===== src/rtl/alu_uart_if_if.sv =====
// Bus between the UART/ALU sequencing stage and its surroundings.
// The slave modport is the sequencer's view; master is the driving environment.
interface alu_uart_if_if #(
    parameter int NB_DATA = 8,
    parameter int NB_OP   = 6
);
    logic [7:0]         i_rx_data;
    logic               i_rx_done;
    logic               i_tx_done;
    logic [NB_DATA-1:0] i_alu_result;
    logic [NB_DATA-1:0] o_data_a;
    logic [NB_DATA-1:0] o_data_b;
    logic [NB_OP-1:0]   o_ctrl;
    logic [7:0]         o_tx_data;
    logic               o_tx_start;
    logic               o_busy;
    logic               o_timeout;

    modport slave (
        input  i_rx_data, i_rx_done, i_tx_done, i_alu_result,
        output o_data_a, o_data_b, o_ctrl, o_tx_data, o_tx_start, o_busy, o_timeout
    );

    modport master (
        output i_rx_data, i_rx_done, i_tx_done, i_alu_result,
        input  o_data_a, o_data_b, o_ctrl, o_tx_data, o_tx_start, o_busy, o_timeout
    );
endinterface


===== src/rtl/alu_uart_if.sv =====
// Byte-serial front end for the combinational ALU: gathers A, B, opcode from the
// UART receiver and returns the result via the transmitter. Optional ALU_IF_TIMEOUT_EN.
module alu_uart_if #(
    parameter int NB_DATA        = 8,
    parameter int NB_OP          = 6,
    parameter int TIMEOUT_CYCLES = 1000000
) (
    input  logic                i_clk,
    input  logic                i_reset,
    alu_uart_if_if.slave        bus
);
    typedef enum logic [2:0] {
        WAIT_A, WAIT_B, WAIT_OP, CALC, SEND, WAIT_TX
    } state_e;

    if (NB_DATA != 8 || NB_OP > 8 || TIMEOUT_CYCLES < 2) begin : g_bad_param
        $error("alu_uart_if: NB_DATA must be 8, NB_OP <= 8, TIMEOUT_CYCLES >= 2");
    end

    state_e             state_q;
    logic [NB_DATA-1:0] data_a_q;
    logic [NB_DATA-1:0] data_b_q;
    logic [NB_OP-1:0]   ctrl_q;
    logic [7:0]         tx_data_q;
    logic               tx_start_q;

`ifdef ALU_IF_TIMEOUT_EN
    localparam int CNT_W = $clog2(TIMEOUT_CYCLES);
    localparam logic [CNT_W-1:0] CNT_TERM = CNT_W'(TIMEOUT_CYCLES - 1);
    logic [CNT_W-1:0] cnt_q;
    logic             timeout_q;
`endif

    // NOTE: every register here uses non-blocking assignment so all state
    // updates see the same pre-edge values regardless of statement order.
    always_ff @(posedge i_clk) begin
        if (i_reset) begin
            state_q    <= WAIT_A;
            data_a_q   <= '0;
            data_b_q   <= '0;
            ctrl_q     <= '0;
            tx_data_q  <= '0;
            tx_start_q <= 1'b0;
`ifdef ALU_IF_TIMEOUT_EN
            cnt_q      <= '0;
            timeout_q  <= 1'b0;
`endif
        end else begin
            tx_start_q <= 1'b0;
`ifdef ALU_IF_TIMEOUT_EN
            timeout_q  <= 1'b0;
            cnt_q      <= '0;
`endif
            unique case (state_q)
                WAIT_A: begin
                    if (bus.i_rx_done) begin
                        data_a_q <= bus.i_rx_data;
                        state_q  <= WAIT_B;
                    end
                end
                WAIT_B: begin
                    if (bus.i_rx_done) begin
                        data_b_q <= bus.i_rx_data;
                        state_q  <= WAIT_OP;
                    end
`ifdef ALU_IF_TIMEOUT_EN
                    else if (cnt_q == CNT_TERM) begin
                        state_q   <= WAIT_A;
                        timeout_q <= 1'b1;
                    end else begin
                        cnt_q <= cnt_q + 1'b1;
                    end
`endif
                end
                WAIT_OP: begin
                    if (bus.i_rx_done) begin
                        ctrl_q  <= bus.i_rx_data[NB_OP-1:0];
                        state_q <= CALC;
                    end
`ifdef ALU_IF_TIMEOUT_EN
                    else if (cnt_q == CNT_TERM) begin
                        state_q   <= WAIT_A;
                        timeout_q <= 1'b1;
                    end else begin
                        cnt_q <= cnt_q + 1'b1;
                    end
`endif
                end
                CALC: begin
                    // The ALU has seen the registered operands for a full cycle.
                    tx_data_q  <= bus.i_alu_result;
                    tx_start_q <= 1'b1;
                    state_q    <= SEND;
                end
                SEND: begin
                    state_q <= WAIT_TX;
                end
                WAIT_TX: begin
                    if (bus.i_tx_done) begin
                        state_q <= WAIT_A;
                    end
                end
                default: begin
                    state_q <= WAIT_A;
                end
            endcase
        end
    end

    assign bus.o_data_a   = data_a_q;
    assign bus.o_data_b   = data_b_q;
    assign bus.o_ctrl     = ctrl_q;
    assign bus.o_tx_data  = tx_data_q;
    assign bus.o_tx_start = tx_start_q;
    assign bus.o_busy     = (state_q == CALC) || (state_q == SEND) || (state_q == WAIT_TX);
`ifdef ALU_IF_TIMEOUT_EN
    assign bus.o_timeout  = timeout_q;
`else
    assign bus.o_timeout  = 1'b0;
`endif
endmodule


===== src/flat_wrapper.sv =====
// flat-port wrapper written by rule: the top's interface ports become plain ports
module alu_uart_if_flat 
#(
    parameter int NB_DATA        = 8,
    parameter int NB_OP          = 6,
    parameter int TIMEOUT_CYCLES = 1000000
)
  (i_clk, i_reset, bus_i_rx_data, bus_i_rx_done, bus_i_tx_done, bus_i_alu_result, bus_o_data_a, bus_o_data_b, bus_o_ctrl, bus_o_tx_data, bus_o_tx_start, bus_o_busy, bus_o_timeout);
  alu_uart_if_if #(.NB_DATA(NB_DATA), .NB_OP(NB_OP)) bus_i ();
  input  logic i_clk;
  input  logic i_reset;
  input wire logic [$bits(bus_i.i_rx_data)-1:0] bus_i_rx_data;
  input wire logic [$bits(bus_i.i_rx_done)-1:0] bus_i_rx_done;
  input wire logic [$bits(bus_i.i_tx_done)-1:0] bus_i_tx_done;
  input wire logic [$bits(bus_i.i_alu_result)-1:0] bus_i_alu_result;
  output wire logic [$bits(bus_i.o_data_a)-1:0] bus_o_data_a;
  output wire logic [$bits(bus_i.o_data_b)-1:0] bus_o_data_b;
  output wire logic [$bits(bus_i.o_ctrl)-1:0] bus_o_ctrl;
  output wire logic [$bits(bus_i.o_tx_data)-1:0] bus_o_tx_data;
  output wire logic [$bits(bus_i.o_tx_start)-1:0] bus_o_tx_start;
  output wire logic [$bits(bus_i.o_busy)-1:0] bus_o_busy;
  output wire logic [$bits(bus_i.o_timeout)-1:0] bus_o_timeout;
  assign bus_i.i_rx_data = bus_i_rx_data;
  assign bus_i.i_rx_done = bus_i_rx_done;
  assign bus_i.i_tx_done = bus_i_tx_done;
  assign bus_i.i_alu_result = bus_i_alu_result;
  assign bus_o_data_a = bus_i.o_data_a;
  assign bus_o_data_b = bus_i.o_data_b;
  assign bus_o_ctrl = bus_i.o_ctrl;
  assign bus_o_tx_data = bus_i.o_tx_data;
  assign bus_o_tx_start = bus_i.o_tx_start;
  assign bus_o_busy = bus_i.o_busy;
  assign bus_o_timeout = bus_i.o_timeout;
  alu_uart_if #(.NB_DATA(NB_DATA), .NB_OP(NB_OP), .TIMEOUT_CYCLES(TIMEOUT_CYCLES)) u_core (.i_clk(i_clk), .i_reset(i_reset), .bus(bus_i));
endmodule

===== config.mk =====
export PLATFORM = sky130hd
export DESIGN_NAME = alu_uart_if_flat
export DESIGN_NICKNAME = d
export VERILOG_FILES = /design/src/rtl/alu_uart_if_if.sv /design/src/rtl/alu_uart_if.sv /design/src/flat_wrapper.sv
export SDC_FILE = /design/constraint.sdc
export NUM_CORES = 1
export LEC_CHECK = 0
export ABC_AREA = 1
export CORE_MARGIN = 1
export CORE_UTILIZATION = 44
export DETAILED_ROUTE_END_ITERATION = 8
export GPL_TIMING_DRIVEN = 0
export PLACE_DENSITY = 0.83
export SYNTH_ARGS = -nofsm -noshare
export SYNTH_HDL_FRONTEND = slang
export SYNTH_SLANG_ARGS = --single-unit

===== constraint.sdc =====
create_clock -name i_clk -period 1.45 [get_ports i_clk]
set_input_delay 0.2175 -clock i_clk [delete_from_list [all_inputs] [get_ports i_clk]]
set_output_delay 0.2175 -clock i_clk [all_outputs]
set_load 0.02 [all_outputs]

### Word level (Yosys, flattened, before mapping)

Index checks and enable logic that the tools add are counted.

* input port bits: 20
* output and inout bits: 33
* flip-flop bits (word level): 34
* logic and storage cells: 28

* reduce and logical (&&, ||, !) cells: 7
* muxes and demuxes: 6
* eq/ne operators: 9

Operators by type and width (count)
* one-hot mux 3 bit (6 select lines): 1
* two-way mux 3 bit: 4
* != test 2 bit (second input constant): 4
* equality test 3 x 2 -> 1 bit (second input constant): 2
* equality test 3 bit (second input constant): 2
* AND reduction 2 bit: 3
* AND reduction 4 bit: 1
* equality test 3 x 1 -> 1 bit (second input constant): 1
* logical NOT 3 bit: 1
* logical OR 1 bit: 2
* two-way mux 1 bit: 1

### Logic depth before layout (Yosys ltp)

Gate-level depths: netlist of the first run.

* depth in word-level cells: 3
* gate-level depth with buffers: 7
* gate-level depth less buffers: 7

### Least setup slack after synthesis of the first run

OpenSTA, ideal clock, no wires.

* kind: register to register
* start: register u_core.state_q[0]
* end: register u_core.data_b_q[0], in the netlist u_core.bus.o_data_b[0]
* cell stages (with the launch flop): 6
* setup time: 0.116 ns
* path slack: 0.476 ns
* data required time: 1.334 ns
* clock period less this slack: 0.974 ns
* path buffers: 0
* arrival: 0.858 ns
* cells stage by stage: dfxtp_1 > inv_2 > nor2_1 > nand2_2 > o21ai_0 > nor2_1

* word-level cells in the longest chain between the ends: 2

Ends and longest elaborated chain
* start: declaration: line alu_uart_if.sv:20 `state_e state_q;`
* start signal: assignment: line alu_uart_if.sv:38 `state_q <= WAIT_A;`
* start signal: assignment: line alu_uart_if.sv:58 `state_q <= WAIT_B;`
* start signal: assignment: line alu_uart_if.sv:64 `state_q <= WAIT_OP;`
* equality test 3 x 1 -> 1 bit: line alu_uart_if.sv:54 `unique case (state_q)`
* AND reduction 2 bit (no line)
* end signal: assignment: line alu_uart_if.sv:63 `data_b_q <= bus.i_rx_data;`
* end: declaration: line alu_uart_if.sv:22 `logic [NB_DATA-1:0] data_b_q;`

Every way passes these cells.
A chain may end at the register's enable or synchronous reset.

### Worst setup path after layout of the first run

* start: register u_core.state_q[2]
* end: output port bus_o_busy

* word-level cells in the longest chain between the ends: 3
* elaborated cells between the ends (all ways): 5
* those cells by class: eq/ne (3); reduce/logical (2)

Ends and longest elaborated chain
* equality test 3 x 2 -> 1 bit or equality test 3 bit (tied branches): line alu_uart_if.sv:115 `assign bus.o_busy = (state_q == CALC) || (state_q == SEND) || (state_q == WAIT_TX);`
* logical OR 1 bit: line alu_uart_if.sv:115
* logical OR 1 bit *: line alu_uart_if.sv:115
* end: declaration: line flat_wrapper.sv:21 `output wire logic [$bits(bus_i.o_busy)-1:0] bus_o_busy;`

Every way passes the cells marked *; elsewhere a longest branch is shown, timed or not.

==> summary.md, run 1 <==
| Metric | Value |
|---|---|
| Combinational Power Share | about a quarter |
| GRT Residual Overflow | 0 |
| DIE AREA | between 0.003 and 0.004 mm² |
| Worst hold path type | register to register |
| Setup crit end kind | output pin |
| Reg2reg path depth | 6 |
| Critical-path cell list | inv_4 > o21ai_0 > inv_1 > buf_2 |
| Routability cong. | 0.8008 |
| DIE WIDTH | about 55 µm |
| Setup crit start kind | register |
| Clk pwr share | approximately a quarter |
| Worst-path maximum fanout | 7 |
| Mean routed wirelength per cell | 12.39 µm |
| Mapped Area | between 0.001 and 0.0015 mm² |
| Final HPWL DP | 2369 µm |
| CP peak stage delay | 0.38 ns |
| RSZ-0062 raised after global routing | no |
| Switching power share of the total | 30.11% |
| Clock transition at the registers of the reported paths | about 0.090 ns |
| Initial core utilization | between 40% and 50% |
| Mapped Cells | 167 |
| Global-route met3 utilization | 7.377% |
| Number of synthesized register bits | 34 |
| Pwr dens | ~1100 mW/mm² |
| Clk_lat worst skew | roughly 0.33 ns |
| I/O pins | 53 |
| Post-DR vias/cell | 5.031 |
| Footprint of the multi-input gates | between 400 and 500 µm² |
| Seq pwr share | about half |
| Xor/xnor share of the synthesized area | 0% |
| Post-synthesis compound-gate area fraction | between 10 and 15% |
| Share of post-route cells with drive strength above 1 | a little under a tenth |
| Setup tns final | 0 ns |
| Final min period | 1.349 ns |
| Seq/Total Area, Yosys | between 50 and 60% |
| Final worst slack | 0.1011 ns |
| Synth-to-layout area growth | 47.53% |
| CP Depth | 4 |
| Largest net degree at the start of global routing | 11 |
| Hold depth | 2 |
| Largest family of logic cells by synthesized area | simple AND/OR/NAND/NOR gates |
| Nets | between 200 and 250 |
| Status | finished clean |
| Share of the synthesized area in the top cell type | a little over half |
| Fin. max-slew vios | 0 |
| Met1 usage | between 20 and 25% |
| Most used routing layer | met2 |
| Clock sinks | 34 |
| Final wirelength | around 3200 µm |
| Rows | 18 |
| Initial antenna violation count | 0 |
| Net Sw Power | just over 0.6 mW |
| Period utilization | about 93% |
| CP Data Required Time | ~1.2 ns |
| Vias | around 1,300 |
| Diode count | 0 |
| Filler cell count | 222 |
| Port Buffer Count | 51 |
| Post-Place Worst Slack | -0.09443 ns |
| Cell area after layout | approximately 0.0018 mm² |
| Adder-cell area share of the yosys netlist | 0% |
| Mapped Avg Cell Area | 7.425 µm² |
| Total GRT Usage | between 20% and 30% |
| Met2 Resource Use GR | 38.76% |
| Synthesis warning total | 0 |
| Core Area | ~0.0026 mm² |
| Final setup viols | 0 |
| Final core utilization | between 70 and 80% |
| First-pass GRT wire length | about 4800 µm |
| Post-DRT Antenna Nets | 0 |
| DRT iter0 DRCs | 26 |
| Dpl cell area | approximately 0.0018 mm² |
| Synth Area in Simple Gates | approximately 26% |
| Worst Clk Skew | roughly 0.0063 ns |
| LEAKAGE | roughly 0.9 nW |
| Critical Path AT | between 1 and 1.5 ns |
| TritonCTS clock tree | done |
| Mux cell area share after synthesis | 0% |
| Int Power | between 1 and 1.5 mW |
| CP top delay family | flip-flops |
| Drc violations | 0 |
| Post-synth cell types | 17 |
| Crit Path Category | register to output pin |
| Post-CTS Hold Fix Bufs | 0 |
| Root Buffer | clkbuf_4 |
| Die height | approximately 55 µm |
| CTS H-tree depth | 2 |
| Worst VDD drop | between 0.7 and 0.8 mV |
| Syn Nets | between 150 and 200 |
| Drt first pass iters | 4 |
| CP max stage cell | dfxtp_2 |
| Fmax | approximately 740 MHz |
| CTS Buf Count | 5 |
| Buf/Inv on CP | 3 |
| Vias in the first global route | approximately 1,200 |
| Register area | just under 700 µm² |
| Fin. Hold Viols | 0 |
| Top cells by area, synth | dfxtp_1 (55%), nor2_1 (21%), o21ai_0 (13%) |
| Maxcap violations | 0 |
| CTS max path bufs | 2 |
| Cell taking the most area after synthesis | dfxtp_1 |
## cell usage after synthesis
master	instances
conb_1	1
a21oi_1	1
clkbuf_1	2
buf_2	1
o21ai_0	32
nand3_1	2
nand2_1	8
inv_2	3
buf_4	1
buf_1	1
nor2_1	69
dfxtp_1	34
a31oi_1	1
nand2_2	2
clkinv_2	1
inv_1	7
nand4_1	1
## path summary, 6_finish.rpt
path	startpoint	endpoint	slack, ns
worst max-delay path	u_core.state_q[2]	bus_o_busy	0.10
worst min-delay path	u_core.bus.o_tx_data[0]	u_core.bus.o_tx_data[0]	0.49
worst max register to register	u_core.state_q[0]	u_core.bus.o_ctrl[4]	0.20
worst min register to register	u_core.bus.o_tx_data[0]	u_core.bus.o_tx_data[0]	0.49
## layout by cell type (no fill, tap or decap), drive strengths merged
cell            n
a21oi           1
a31oi           1
buf             7
clkbuf          8
clkdlybuf4s50  19
clkinv          1
conb            1
dfxtp          34
dlygate4sd2    31
inv            10
nand2          10
nand3           2
nand4           1
nor2           69
o21ai          32
## worst min-delay path, stage by stage (launching register included)
cell	delay [ns]
dfxtp_1	0.33
nor2_1	0.05
nor2_1	0.08
## final cells by class
cell class,count,area share (%)
clock buffers,6,2.804
multi-input cells,117,26.95
flip-flops and latches,34,37.69
plain buffers,5,1.300
repair buffers,54,26.74
inverters,11,2.462
well taps,30,2.052
## metrics by stage
step	total power, mW	std cells	hold WS (ns)
floorplan	1.358	167	0.2869
global placement	1.591	248	0.4649
detailed placement	1.613	248	0.4739
CTS	2.051	254	0.4792
global route	2.169	257	0.4868
finish	2.056	257	0.4870
## logic make-up after synthesis
group / Yosys count
other: 1
DFF: 34
and+or+nand+nor: 82
AOI/OAI and AO/OA: 34
buffers and inverters: 16
## routing by layer
| metal | vias to the layer above | part of all wire, % |
|---|---|---|
| met5 | - | 0 |
| met4 | 0 | 2.2 |
| met3 | 8 | 6.4 |
| met2 | 46 | 51 |
| met1 | 591 | 40 |
| li1 | 648 | - |
## state kept, by name (all words and copies together), names as in the netlist
| register | flops |
|---|---|
| u_core.bus.o_ctrl | 6 |
| u_core.bus.o_data_b | 8 |
| u_core.bus.o_tx_start | 1 |
| u_core.state_q | 3 |
| u_core.bus.o_tx_data | 8 |
| u_core.bus.o_data_a | 8 |
## power by group through the flow
stage          Sequential (mW)  Combinational, mW  Clock, mW
2_1_floorplan             1.17              0.188          0
6_report                  1.06              0.495      0.503
3_3_place_gp              1.08              0.511          0
4_1_cts                   1.06              0.476      0.513
5_1_grt                   1.07              0.544      0.555
3_5_place_dp              1.09              0.527          0
## repair_timing
item,in CTS,in global routing
endpoints found under the setup margin,32,1
pin swaps,0,0
buffers inserted,0,3
gates resized for setup,40,1
No activity file was read; power rests on OpenSTA's default activity.
==> run 2: changes to the inputs <==
- CORE_UTILIZATION: 44 -> 64
- DONT_BUFFER_PORTS: default -> 1
- PLACE_DENSITY: 0.83 -> 0.8
==> run 2 against run 1 <==
Critical path depth is the same. First-iteration DRC count fell by 27%. Highest routed layer unchanged. Largest cell class unchanged. Clock power is 83% higher. Critical path type unchanged.
==> summary.md, run 2 (synthesis gave the netlist of run 1 again) <==
| Metric | Value |
|---|---|
| Final setup viols | 0 |
| Drt first pass iters | 4 |
| Crit Path Category | register to output pin |
| Setup Buffers After CTS | 0 |
| Final min period | ~1.4 ns |
| Drc violations | 0 |
| Diode count | 0 |
| RSZ-0062 raised after global routing | no |
| Period utilization | approximately 94% |
| Post-DR vias/cell | approximately 5.4 |
| Mean routed wirelength per cell | ~13 µm |
| Clock transition at the registers of the reported paths | 0.12 ns |
| Final HPWL DP | between 1500 and 2000 µm |
| Worst hold path type | primary input to register |
| Setup tns final | 0 ns |
| Die height | approximately 46 µm |
| Fin. max-slew vios | 0 |
| Total power draw | roughly 2.3 mW |
| DIE AREA | about 0.0021 mm² |
| Met1 usage | 27.41% |
| Port Buffer Count | 0 |
| Largest net degree at the start of global routing | 12 |
| Setup crit start kind | register |
| Worst-path maximum fanout | 7 |
| Final wirelength | between 2000 and 3000 µm |
| DRT iter0 DRCs | 19 |
| Setup crit end kind | output pin |
| Vias in the first global route | around 950 |
| Status | finished clean |
| Core Area | 0.001764 mm² |
| Filler cell count | approximately 140 |
| Fmax | approximately 730 MHz |
| Maxcap violations | 0 |
| Worst VDD drop | 1.313 mV |
| GRT Residual Overflow | 0 |
| First-pass GRT wire length | approximately 3900 µm |
| Nets | 195 |
| DIE WIDTH | roughly 46 µm |
| CTS max path bufs | 2 |
| Root Buffer | clkbuf_4 |
| Commonest non-fill, non-tap cell in the layout | nor2_1 |
| Share of post-route cells with drive strength above 1 | 10.23% |
| Critical Path AT | approximately 1.2 ns |
| Worst Clk Skew | approximately 0.012 ns |
| CP Data Required Time | 1.23 ns |
| CTS Buf Count | 5 |
| Rows | 15 |
| Post-DRT Antenna Nets | 0 |
| Clk_lat worst skew | roughly 0.35 ns |
| CTS H-tree depth | 2 |
| Commonest cells after routing, fill and taps aside | nor2_1 (69), o21ai_0 (32), dfxtp_1 (32) |
| LEAKAGE | a little under 0.6 nW |
| Vias | ~1,100 |
| Routability cong. | ~0.76 |
| Fin. Hold Viols | 0 |
| Global-route met3 utilization | about an eighth |
| Total GRT Usage | about a quarter |
| Synth-to-layout area growth | 12.51% |
| Met2 Resource Use GR | between 40% and 50% |
| Pwr dens | between 1500 and 2000 mW/mm² |
| I/O pins | 53 |
| Clock sinks | 34 |
| TritonCTS clock tree | done |
| Initial antenna violation count | 0 |
| Most used routing layer | met2 |
| Initial core utilization | between 70% and 80% |
| Final core utilization | a little under 80% |
run 2: cell count changes in the layout (fill, tap and decap cells not counted), moves of 2 or more:
cell / delta
dlygate4sd2_1: -31
bufinv_16: +2
buf_4: -3
dfxtp_4: -2
clkdlybuf4s50_1: -19
run 2: critical path, stage by stage, from the launching register on:
cell     delay (ns)
dfxtp_1        0.39
inv_2          0.09
nand2_1        0.09
o21ai_0        0.08
inv_1          0.15
run 2: path summary, 6_finish.rpt:
path         depth (start not counted)  slack (ns)              start                      to
min reg2reg                          2        0.55  u_core.state_q[2]       u_core.state_q[2]
max reg2reg                          7        0.25  u_core.state_q[2]  u_core.bus.o_data_b[5]
min                                  2        0.03   bus_i_rx_data[7]  u_core.bus.o_data_b[7]
max                                  4        0.08  u_core.state_q[2]              bus_o_busy
run 2: power breakdown:
| group | switching, mW | internal [mW] | leakage [nW] |
|---|---|---|---|
| Clock | 0.335 | 0.584 | 0.0585 |
| Combinational | 0.154 | 0.0806 | 0.256 |
| Sequential | 0.148 | 1.02 | 0.279 |
| Total | 0.637 | 1.68 | 0.593 |
run 2: cell type report:
cell class                 instances  area, µm²  share of cell area [%]
inverter                          11      42.54                   3.049
clock buffer                       6      51.30                   3.677
tap                               25      31.28                   2.242
timing repair buffer               1      10.01                  0.7175
multi-input combinational        117      493.0                   35.34
clock inverter                     2      60.06                   4.305
sequential                        34      683.2                   48.97
buffer                             5      23.77                   1.704
run 2: through the flow:
stage / instance area (µm²) / std cells / hold slack, ns / worst slack, ns
4_1_cts: 1393 / 201 / 0.03505 / 0.01361
5_1_grt: 1395 / 201 / 0.03579 / 0.03239
2_1_floorplan: 1240 / 167 / 0.2869 / 0.4763
3_3_place_gp: 1271 / 192 / 0.2890 / 0.3255
6_report: 1395 / 201 / 0.03064 / 0.08268
3_5_place_dp: 1271 / 192 / 0.2923 / 0.2994
run 2: what timing repair did:
| item | CTS | global route |
|---|---|---|
| resized for setup | 0 | 2 |
| endpoints found under the setup margin | 0 | 1 |
| hold buffers | 1 | 0 |
| hold endpoints to repair | 2 | 0 |
run 2: routing by layer:
| metal | vias to the layer above | share of wire [%] |
|---|---|---|
| met5 | - | 0 |
| met4 | 0 | 1.8 |
| met3 | 8 | 9.0 |
| met2 | 47 | 51 |
| met1 | 500 | 38 |
| li1 | 540 | - |
==> run 3: changes to the inputs <==
- REMOVE_ABC_BUFFERS: default -> 1
==> run 3 against run 2 <==
Core utilization down 4.3 points. Flip-flop and latch count unchanged. Highest routed layer unchanged. Design area down 5.4%. Critical endpoint unchanged. Clock skew down 0.0012 ns. Combinational power down 5%. Power down 17%. Largest power group unchanged.
==> summary.md, run 3 (synthesis gave the netlist of run 1 again) <==
| Metric | Value |
|---|---|
| CTS H-tree depth | 2 |
| Fin. max-slew vios | 0 |
| Pwr dens | 1451 mW/mm² |
| Routability cong. | roughly 0.75 |
| Drc violations | 0 |
| Critical Path Most Common Cell | nand2_1 |
| Post-DR vias/cell | 5.321 |
| Diode count | 0 |
| Setup tns final | 0 ns |
| Core Area | approximately 0.0018 mm² |
| Worst Clk Skew | between 0.01 and 0.015 ns |
| CP top delay family | flip-flops |
| Final wirelength | roughly 2400 µm |
| Final setup viols | 0 |
| Share of post-route cells with drive strength above 1 | around 9% |
| Commonest non-fill, non-tap cell in the layout | nor2_1 |
| DIE AREA | 0.002117 mm² |
| Total GRT Usage | between 20% and 30% |
| Rows | 15 |
| Clock transition at the registers of the reported paths | about 0.1 ns |
| Cell area after layout | between 0.001 and 0.0015 mm² |
| Fin. Hold Viols | 0 |
| CTS max path bufs | 2 |
| Largest net degree at the start of global routing | 33 |
| Critical-path cell list | nand2_1 > nand2_1 > o21ai_0 > inv_1 |
| First-pass GRT wire length | between 3000 and 4000 µm |
| Reg-to-reg startpoint | u_core.state_q[2] |
| DRT iter0 DRCs | 21 |
| Critical Path AT | between 1 and 1.5 ns |
| DIE WIDTH | between 40 and 50 µm |
| Vias | about 1,000 |
| Post-DRT Antenna Nets | 0 |
| Total power draw | around 1.9 mW |
| CP peak stage delay | roughly 0.4 ns |
| Worst-path maximum fanout | 7 |
| Initial core utilization | between 70% and 80% |
| Period utilization | between 90% and 100% |
| Dpl cell area | between 0.001 and 0.0015 mm² |
| CTS Buf Count | 5 |
| Vias in the first global route | between 900 and 1,000 |
| Root Buffer | clkbuf_4 |
| Commonest cells after routing, fill and taps aside | nor2_1 (69), o21ai_0 (32), dfxtp_1 (32) |
| CP Launch Point | u_core.state_q[1] |
| Clock sinks | 34 |
| Die height | 46.02 µm |
| Status | finished clean |
| I/O pins | 53 |
| Worst hold path type | primary input to register |
| TritonCTS clock tree | done |
| CP max stage cell | dfxtp_2 |
| Final HPWL DP | around 1700 µm |
| Nets | 190 |
| Final min period | approximately 1.3 ns |
| LEAKAGE | 0.5583 nW |
| Synth-to-layout area growth | 6.458% |
| CP Data Required Time | 1.23 ns |
| Mean routed wirelength per cell | 12.34 µm |
| Worst Tran Pin Value | ~0.7 ns |
| Hold_sp | bus_i_alu_result[3] |
| Maxcap violations | 0 |
| Slew margin rel. | between 50% and 60% |
| Initial antenna violation count | 0 |
| Clk_lat worst skew | 0.32 ns |
| RSZ-0062 raised after global routing | no |
| Setup crit end kind | output pin |
| Post-Place Worst Slack | approximately 0.19 ns |
| GRT Residual Overflow | 0 |
| Crit Path Category | register to output pin |
| Worst VDD drop | 1.467 mV |
| Setup crit start kind | register |
| Buf/Inv on CP | 1 |
| Drt first pass iters | 4 |
| Fmax | 741.8 MHz |
| Final worst slack | between 0.1 and 0.15 ns |
| Port Buffer Count | 0 |
-- run 3: worst reg2reg max path: stages, from the launching register on --
cell     delay, ns
dfxtp_1       0.34
inv_2         0.11
nand3_1       0.28
inv_1         0.32
nor2_1        0.07
nor2_1        0.12
-- run 3: what timing repair did --
item | CTS | global route
endpoints found under the setup margin | 0 | 5
hold buffers | 1 | 0
resized for setup | 0 | 2
buffers inserted | 0 | 0
endpoints found under the hold margin | 2 | 0
-- run 3: final cells by class --
class	count	area, µm²
Fill cell	153	444.2
Sequential cell	34	683.2
Timing Repair Buffer	1	10.01
Tap cell	25	31.28
Clock buffer	7	55.05
Multi-Input combinational cell	117	493.0
Inverter	11	42.54
Clock inverter	1	5.005
-- run 3: where the power goes --
| part | total (mW) | internal, mW | switching, mW |
|---|---|---|---|
| Combinational | 0.223 | 0.0763 | 0.147 |
| Sequential | 1.16 | 1.02 | 0.147 |
| Clock | 0.528 | 0.235 | 0.294 |
-- run 3: worst paths after layout --
check                                          endpoint  slack [ns]  cells past startpoint
worst max-delay path                         bus_o_busy        0.10                      4
worst min-delay path            u_core.bus.o_tx_data[3]        0.05                      2
worst max register to register  u_core.bus.o_tx_data[6]        0.16                      5
worst min register to register        u_core.state_q[2]        0.55                      2
-- run 3: metal layers --
layer	part of all wire, %	vias up	global-route usage (%)	wire length [µm]
met5	0	-	0	0
met4	1.1	0	12.94	26
met3	9.8	5	9.127	237
met2	49	50	42.25	1188
met1	40	453	26.83	966
li1	-	535	-	-
-- run 3: stage by stage --
step | std cells | hold slack (ns) | util [%]
after floorplan | 162 | 0.2869 | -
after global placement | 187 | 0.2878 | 70.71
after detailed placement | 187 | 0.2911 | 70.71
after CTS | 196 | 0.04979 | 74.68
after global routing | 196 | 0.05642 | 74.82
final | 196 | 0.05359 | 74.82
